**src/rtl/mod_counter_pkg.sv**
```systemverilog
// Shared definitions for the mod_counter family: FSM encoding, mode constants
// and the prescaler phase-width helper.
package mod_counter_pkg;

    typedef enum logic [1:0] {
        IDLE = 2'd0,
        RUN  = 2'd1,
        HALT = 2'd2
    } state_t;

    localparam logic MODE_WRAP = 1'b0;
    localparam logic MODE_SAT  = 1'b1;

    // Phase register width for a given prescale ratio; never narrower than 1 bit.
    function automatic int ps_width(input int prescale);
        return (prescale <= 2) ? 1 : $clog2(prescale);
    endfunction

endpackage

```
**src/rtl/mod_counter_prescaler.sv**
```systemverilog
// Step-rate divider: emits one strobe every PRESCALE enabled cycles and
// returns to phase 0 on restart.
module mod_counter_prescaler
    import mod_counter_pkg::*;
#(
    parameter int PRESCALE = 4
)(
    input  logic clk,
    input  logic rst,
    input  logic en,
    input  logic restart,
    output logic strobe
);

    localparam int            PW   = ps_width(PRESCALE);
    localparam logic [PW-1:0] LAST = PW'(PRESCALE - 1);

    logic [PW-1:0] phase;

    assign strobe = en && !restart && (phase == LAST);

    always_ff @(posedge clk or posedge rst) begin
        if (rst)
            phase <= '0;
        else if (restart)
            phase <= '0;
        else if (en)
            phase <= (phase == LAST) ? '0 : phase + 1'b1;
    end

endmodule

```
**src/rtl/mod_counter.sv**
```systemverilog
// Up/down counter with programmable modulus, wrap/saturate modes and a
// terminal-count pulse. Define MOD_COUNTER_PRESCALE_EN to divide the step rate.
module mod_counter
    import mod_counter_pkg::*;
#(
    parameter int     WIDTH    = 8,
    parameter longint MODULUS  = longint'(1) << WIDTH,
    parameter int     PRESCALE = 4
)(
    input  logic             clk,
    input  logic             rst,
    input  logic             en,
    input  logic             up_dn,
    input  logic             sat,
    input  logic             clear,
    input  logic             load,
    input  logic [WIDTH-1:0] load_val,
    output logic [WIDTH-1:0] count,
    output logic             tc,
    output logic             at_bound,
    output logic             busy
);

    if (WIDTH < 2 || WIDTH > 32 || MODULUS < 2 ||
        MODULUS > (longint'(1) << WIDTH) || PRESCALE < 1) begin : g_bad_cfg
        $error("mod_counter: illegal parameter set");
    end

    // Top count value carried one bit wider so MODULUS-1 never aliases.
    localparam logic [WIDTH:0] TOP = (WIDTH+1)'(MODULUS - 1);

    state_t           state;
    logic             halt_dir;
    logic [WIDTH:0]   cur, inc, dec, ld_ext;
    logic [WIDTH-1:0] ld_clamp;
    logic             at_top, at_zero;
    logic [WIDTH-1:0] nxt;
    logic             nxt_tc, hit, halt_req, step, ctl;

    assign cur      = {1'b0, count};
    assign inc      = cur + 1'b1;
    assign dec      = cur - 1'b1;
    assign at_top   = (cur == TOP);
    assign at_zero  = (count == '0);
    assign at_bound = up_dn ? at_top : at_zero;

    assign ld_ext   = {1'b0, load_val};
    assign ld_clamp = (ld_ext > TOP) ? TOP[WIDTH-1:0] : load_val;
    assign ctl      = clear || load;

    // Result of one step; hit flags that the step touched a bound.
    always_comb begin
        nxt    = count;
        nxt_tc = 1'b0;
        hit    = 1'b0;
        if (up_dn) begin
            if (at_top) begin
                hit = 1'b1;
                if (sat == MODE_WRAP) begin
                    nxt    = '0;
                    nxt_tc = 1'b1;
                end
            end else begin
                nxt = inc[WIDTH-1:0];
                if (sat == MODE_SAT && inc == TOP) begin
                    nxt_tc = 1'b1;
                    hit    = 1'b1;
                end
            end
        end else begin
            if (at_zero) begin
                hit = 1'b1;
                if (sat == MODE_WRAP) begin
                    nxt    = TOP[WIDTH-1:0];
                    nxt_tc = 1'b1;
                end
            end else begin
                nxt = dec[WIDTH-1:0];
                if (sat == MODE_SAT && dec == '0) begin
                    nxt_tc = 1'b1;
                    hit    = 1'b1;
                end
            end
        end
    end

    assign halt_req = (sat == MODE_SAT) && hit;

`ifdef MOD_COUNTER_PRESCALE_EN
    logic ps_en, ps_restart, ps_strobe, pend;

    // The IDLE->RUN arming cycle still advances the phase; a strobe landing
    // there is held in pend and spent on the first RUN cycle.
    assign ps_en      = en && (state != HALT);
    assign ps_restart = ctl || (state == HALT);
    assign step       = (state == RUN) && en && (ps_strobe || pend);

    mod_counter_prescaler #(
        .PRESCALE (PRESCALE)
    ) u_prescaler (
        .clk     (clk),
        .rst     (rst),
        .en      (ps_en),
        .restart (ps_restart),
        .strobe  (ps_strobe)
    );

    always_ff @(posedge clk or posedge rst) begin
        if (rst)
            pend <= 1'b0;
        else if (ps_restart)
            pend <= 1'b0;
        else if (state == IDLE && ps_strobe)
            pend <= 1'b1;
        else if (step)
            pend <= 1'b0;
    end
`else
    assign step = (state == RUN) && en;
`endif

    always_ff @(posedge clk or posedge rst) begin
        if (rst) begin
            count    <= '0;
            tc       <= 1'b0;
            state    <= IDLE;
            busy     <= 1'b0;
            halt_dir <= 1'b0;
        end else begin
            tc <= 1'b0;
            if (clear)
                count <= '0;
            else if (load)
                count <= ld_clamp;
            else if (step) begin
                count <= nxt;
                tc    <= nxt_tc;
            end

            case (state)
                IDLE: begin
                    if (en) begin
                        state <= RUN;
                        busy  <= 1'b1;
                    end
                end
                RUN: begin
                    if (!en) begin
                        state <= IDLE;
                        busy  <= 1'b0;
                    end else if (step && !ctl && halt_req) begin
                        state    <= HALT;
                        busy     <= 1'b0;
                        halt_dir <= up_dn;
                    end
                end
                HALT: begin
                    if (!en) begin
                        state <= IDLE;
                        busy  <= 1'b0;
                    end else if (ctl || up_dn != halt_dir) begin
                        state <= RUN;
                        busy  <= 1'b1;
                    end
                end
                default: begin
                    state <= IDLE;
                    busy  <= 1'b0;
                end
            endcase
        end
    end

endmodule
```
**config.mk**
```make
export PLATFORM = sky130hd
export DESIGN_NAME = mod_counter
export DESIGN_NICKNAME = d
export VERILOG_FILES = /design/src/rtl/mod_counter_pkg.sv /design/src/rtl/mod_counter_prescaler.sv /design/src/rtl/mod_counter.sv
export SDC_FILE = /design/constraint.sdc
export NUM_CORES = 1
export LEC_CHECK = 0
export CAP_MARGIN = 20
export CORE_UTILIZATION = 55
export CTS_CLUSTER_SIZE = 24
export DETAILED_ROUTE_END_ITERATION = 16
export MAX_ROUTING_LAYER = met4
export PLACE_DENSITY_LB_ADDON = 0.08
export SYNTH_ARGS = -nofsm -noshare
export SYNTH_HDL_FRONTEND = slang
export SYNTH_SLANG_ARGS = --single-unit
export TNS_END_PERCENT = 5
```
**constraint.sdc**
```tcl
create_clock -name clk -period 5.1 [get_ports clk]
set_input_delay 0.765 -clock clk [delete_from_list [all_inputs] [get_ports clk]]
set_output_delay 0.765 -clock clk [all_outputs]
set_load 0.05 [all_outputs]
```
==> run summary, run 1 <==
Post-CTS Setup Inserts - 0
Vias in the first global route - 1120
Status - complete, no violations
Syn nets - 178
Flop2flop setup slack - 2.59 ns
Tightest Hold Check Type - reg -> reg
I/O Pins - 26
Met2 usage - 0.447
First-pass GRT wire length - 5.30 mm
Post-route setup TNS - 0 ns
Req. time, crit path - 4.34 ns
Worst VDD drop - 187 uV
Final #Nets - 196
GRT Util Overall - 0.289
Worst-path clk slew - 0.08 ns
Antenna violations before repair - 0
Synth Register Bits - 13
Die H - 50.5 um
Total number of vias - 1268
Asr flop ratio synth - 1.00
Global placement routability congestion - 0.993
Max incr delay on CP - 0.86 ns
Syn avg cell area - 8.18 um^2
Root Buffer - clkbuf_4
Most common cell on crit path - clkdlybuf4s50_1
Worst-path cell chain - clkdlybuf4s50_1, inv_1, mux2i_1, clkdlybuf4s50_1
RSZ-0062 raised after global routing - no
Yosys cell types - 50
Clock sinks - 13
Worst-margin pin slew - 0.573 ns
Crit-path max FO - 16
Largest net degree at the start of global routing - 17
GRT met3 Usage - 0.0788
Min cycle time layout - 3.81 ns
Critical path capture point - at_bound
Most frequent cells in the layout - 25 x clkdlybuf4s50_1, 21 x nor2_1, 18 x nand2_1
Num CTS Buffers - 3
Wire per inst - 16.1 um
Rel. slew slack - 0.616
Leakage Power - 0.000601 uW
Endpoints failing setup - 0
Max frequency - 262 MHz
Fillers - 200
CTS H-tree depth - 1
Final Hold Fails - 0
Number of synthesis warnings - 0
Vias per inst - 6.25
DRT antenna net count - 0
CTS tree - yes
Final period utilization - 0.747
Effective utilization at floorplan - 0.584
Synth Instances - 158
TritonRoute pass-1 iters - 4
Slew Limit Fails - 0
# rows - 17
# DRC - 0
Skew-Pair Late Insertion Delay - 0.28 ns
Total Power - 380 uW
Top_reg_cell synth - dfrtp_1
Worst Setup SP - up_dn
Critical Path Sink Type - output port
Seq/Total Area, Yosys - 0.252
Grt met1 use - 0.373
Layout cells sized above 1 - 0.0800
Number of max-cap violations - 0
R2r endpoint - count[3]
Synth-to-Final Area Change - 16.6%
R2R cell count - 8
Die Span X - 50.5 um
Cts repair resizes - 0
Clk buf depth - 2
First DRT Iteration DRCs - 55
Final Routed Wirelength - 3.27 mm
Post-DP HPWL - 2.36 mm
GRT busiest layer - met2
Worst Path Arrival - 3.05 ns
CP Class - in -> out
Critical path's slowest cell - clkdlybuf4s50_1
Cts hold-fix bufs - 0
Power per Cell Area - 253 nW/um^2
Total grt overflow - 0
Fin Clk Skew - 0.00128 ns
PortBufs - 25
ANT cells - 0
Startpoint Class - input pin
Most common cell after layout, fill and taps aside - clkdlybuf4s50_1
Core Area - 2210 um^2
Die footprint - 2550 um^2
R2r startpoint - count[0]
Number of synthesized flops with an enable pin - 0
Mapped Area - 1290 um^2
logic make-up after synthesis:
logic type | after synthesis | share of synthesized area
multiplexers | 3 | 0.0271
AND/OR/NAND/NOR | 62 | 0.249
AO/OA/AOI/OAI | 44 | 0.243
XOR/XNOR | 13 | 0.0881
flip-flops | 13 | 0.252
buffers and inverters | 18 | 0.0929
adder cells (fa/ha/maj) | 5 | 0.0484
metrics by stage:
stage	util	hold WS, ns	setup WS [ns]	std cells	area, um^2
floorplan	-	0.507	2.03	158	1290
global placement	0.669	0.532	1.41	199	1480
detailed placement	0.669	0.537	1.35	199	1480
CTS	0.681	0.557	1.34	203	1510
global route	0.681	0.567	1.20	203	1510
finish	0.681	0.554	1.29	203	1510
worst min path at each step:
stage / startpoint / slack (ns) / depth (start not counted) / end
CTS: busy / 0.56 / 1 / busy
floorplan: halt_dir / 0.51 / 1 / halt_dir
global route: busy / 0.57 / 1 / busy
finish: busy / 0.55 / 1 / busy
global placement: busy / 0.53 / 1 / busy
detailed placement: busy / 0.54 / 1 / busy
flip-flops by register name, summed over array words and instances, names as in the netlist:
signal    cells
count         8
state         2
busy          1
halt_dir      1
tc            1
critical path: cells and delay by family:
kind	cells	cell delay, ns
multiplexers	1	0.32
buffers and inverters	3	1.96
cells in the mapped netlist (2+ instances only):
cell type  number  area, um^2
xnor2_1         5        43.8
nand4_1         2        12.5
inv_1           6        22.5
a31oi_1         3        18.8
nand3_1         5        25.0
ha_1            5        62.6
xor2_1          8        70.1
buf_4           3        22.5
o21ai_0         8        40.0
clkbuf_1        3        11.3
dfrtp_1        13         325
nor2_1         21        78.8
a21oi_1         8        40.0
nor3_1          2        10.0
nand2b_1        3        18.8
a22o_1          4        35.0
nand2_1        18        67.6
mux2i_1         2        20.0
buf_6           4        45.0
o31ai_1         5        37.5
cell type report:
cell class | count | area [um^2] | area share
timing repair buffer | 25 | 250 | 0.166
sequential | 13 | 325 | 0.216
tap | 28 | 35.0 | 0.0233
inverter | 6 | 22.5 | 0.0150
multi-input combinational | 127 | 847 | 0.562
clock buffer | 4 | 26.3 | 0.0174
routing by layer:
metal | routed length (um) | share of wire
met1 | 1380 | 0.42
met3 | 291 | 0.089
met4 | 46 | 0.014
met2 | 1550 | 0.47
met5 | 0 | 0
power by group:
group	leakage (uW)	internal (uW)	switching [uW]	total, uW
Combinational	0.000417	73.2	100	174
Sequential	0.000169	113	27.1	140
Clock	0.0000150	30.4	36.2	66.6
No activity file was read; power rests on OpenSTA's default activity.
==> inputs of run 2 (changes only) <==
CORE_UTILIZATION = 51   (was 55)
clock period = 3.66 ns   (was 5.1 ns; I/O delays follow)
==> run summary, run 2 (same netlist as run 1, synthesis figures left out) <==
Total number of vias - 1227 (-3.2%)
Critical Path Sink Type - output port
Min cycle time layout - 3.27 ns
Fin Clk Skew - 0.00804 ns (+0.00677 ns)
Leakage Power - 0.000606 uW (+0.80%)
RSZ-0062 raised after global routing - no
Worst Path Arrival - 2.72 ns (-0.33 ns)
Largest net degree at the start of global routing - 16 (-1)
R2R cell count - 7 (-1)
First-pass GRT wire length - 5.58 mm (+5.2%)
Crit-path max FO - 13 (-3)
Top reg by flops - count
First DRT Iteration DRCs - 50 (-9.1%)
Largest register FFs - 8 (unchanged)
ANT cells - 0 (unchanged)
Num CTS Buffers - 3 (unchanged)
Status - complete, no violations
Fin area - 1510 um^2 (+0.50%)
CTS H-tree depth - 1 (unchanged)
Skew-Pair Late Insertion Delay - 0.29 ns (about the same)
Slew Limit Fails - 0 (unchanged)
Top Registers - count: 8 flops, state: 2 flops
Placement Cell Area - 1490 um^2 (+0.51%)
Max incr delay on CP - 0.86 ns (about the same)
# rows - 17 (unchanged)
R2r endpoint - count[5]
Most frequent cells in the layout - 25 x clkdlybuf4s50_1, 21 x nor2_1, 18 x nand2_1
Rel. slew slack - 0.640 (+0.0236)
Effective utilization at floorplan - 0.563 (-0.0216)
Final Routed Wirelength - 3.34 mm (+2.2%)
Fillers - 209 (+4.5%)
Worst hold slack - 0.550 ns (-0.00439 ns)
Die footprint - 2740 um^2 (+7.5%)
Total grt overflow - 0 (unchanged)
TritonRoute pass-1 iters - 4 (unchanged)
Area of the multi-input gates - 847 um^2 (unchanged)
Cts hold-fix bufs - 0 (unchanged)
Wire per inst - 16.4 um (+1.7%)
Global placement routability congestion - 0.943 (-5.1%)
Power per Cell Area - 353 nW/um^2 (+40%)
Final period utilization - 0.893
Worst VDD drop - 277 uV (+48%)
Number of max-cap violations - 0 (unchanged)
CP Class - reg -> out
Startpoint Class - flip-flop
Most common cell after layout, fill and taps aside - clkdlybuf4s50_1
Final #Nets - 197 (+0.51%)
Die H - 52.3 um (+3.7%)
Endpoints failing setup - 0 (unchanged)
Cts repair resizes - 0 (unchanged)
CTS tree - yes
Synth-to-Final Area Change - 17.1%
Core Area - 2300 um^2 (+3.8%)
Flop2flop setup slack - 1.17 ns (-1.42 ns)
Final Hold Fails - 0 (unchanged)
R2r startpoint - count[0]
Tightest Hold Check Type - reg -> reg
Root Buffer - clkbuf_4
Worst-path clk slew - 0.08 ns (about the same)
Antenna violations before repair - 0 (unchanged)
GRT Util Overall - 0.286 (-0.00291)
Vias per inst - 6.01 (-3.7%)
Post-Place Worst Slack - 0.739 ns (-0.607 ns)
Post-CTS Setup Inserts - 0 (unchanged)
Worst Setup SP - count[0]
Layout cells sized above 1 - 0.0852 (+0.00523)
Critical path's slowest cell - clkdlybuf4s50_1
I/O Pins - 26 (unchanged)
Die Span X - 52.3 um (+3.7%)
Post-layout util - 0.659 (-0.0220)
Clk buf depth - 2 (unchanged)
Max frequency - 306 MHz
Post-route setup TNS - 0 ns (unchanged)
Vias in the first global route - 1122 (+0.18%)
# DRC - 0 (unchanged)
Clock sinks - 13 (unchanged)
PortBufs - 25 (unchanged)
DRT antenna net count - 0 (unchanged)
Post-route setup slack - 0.392 ns (-0.896 ns)
Post-DP HPWL - 2.43 mm (+2.9%)
Req. time, crit path - 3.11 ns (-1.23 ns)
Critical path capture point - at_bound
Worst-margin pin slew - 0.538 ns (-0.0353 ns)
Sequential Area - 325 um^2 (unchanged)
Worst-path cell chain - ha_1, nand3_1, or2_2, mux2i_1, clkdlybuf4s50_1
## run 2: through the flow
| step | power (uW) | cells |
|---|---|---|
| after floorplan | 379 | 158 |
| after global placement | 432 | 200 |
| after detailed placement | 438 | 200 |
| after CTS | 532 | 204 |
| after global routing | 568 | 204 |
| final | 534 | 204 |
## run 2: worst min path at each step
stage                     start    to  slack, ns  cells after the start
after global routing       busy  busy       0.56                      1
after CTS                  busy  busy       0.55                      1
after detailed placement   busy  busy       0.53                      1
after global placement     busy  busy       0.53                      1
final                      busy  busy       0.55                      1
after floorplan             rst  busy       0.43                      1
## run 2: cell type report
class                   instances  share of cell area
clock buffers                   4              0.0174
repair buffers                 26               0.170
multi-input cells             127               0.560
flip-flops and latches         13               0.215
inverters                       6              0.0149
well taps                      28              0.0231
## run 2: per-layer routing
metal	vias to the layer above	GRT usage	share of wire
met5	-	-	0
met4	0	0.0263	0
met3	0	0.0609	0.063
met2	53	0.456	0.48
met1	575	0.386	0.45
li1	599	-	-
## run 2: worst max-delay path: cells and delay by family, from the launching register on
family                     cells  cell delay [ns]
adders and majority gates      1             0.31
muxes                          1             0.26
DFF                            1             0.57
and+or+nand+nor                2             0.44
buffers and inverters          1             0.86
## run 2: where the power goes
group	switching, uW	internal, uW
Sequential	36.8	158
Combinational	142	103
Clock	52.1	42.4
Total	231	303
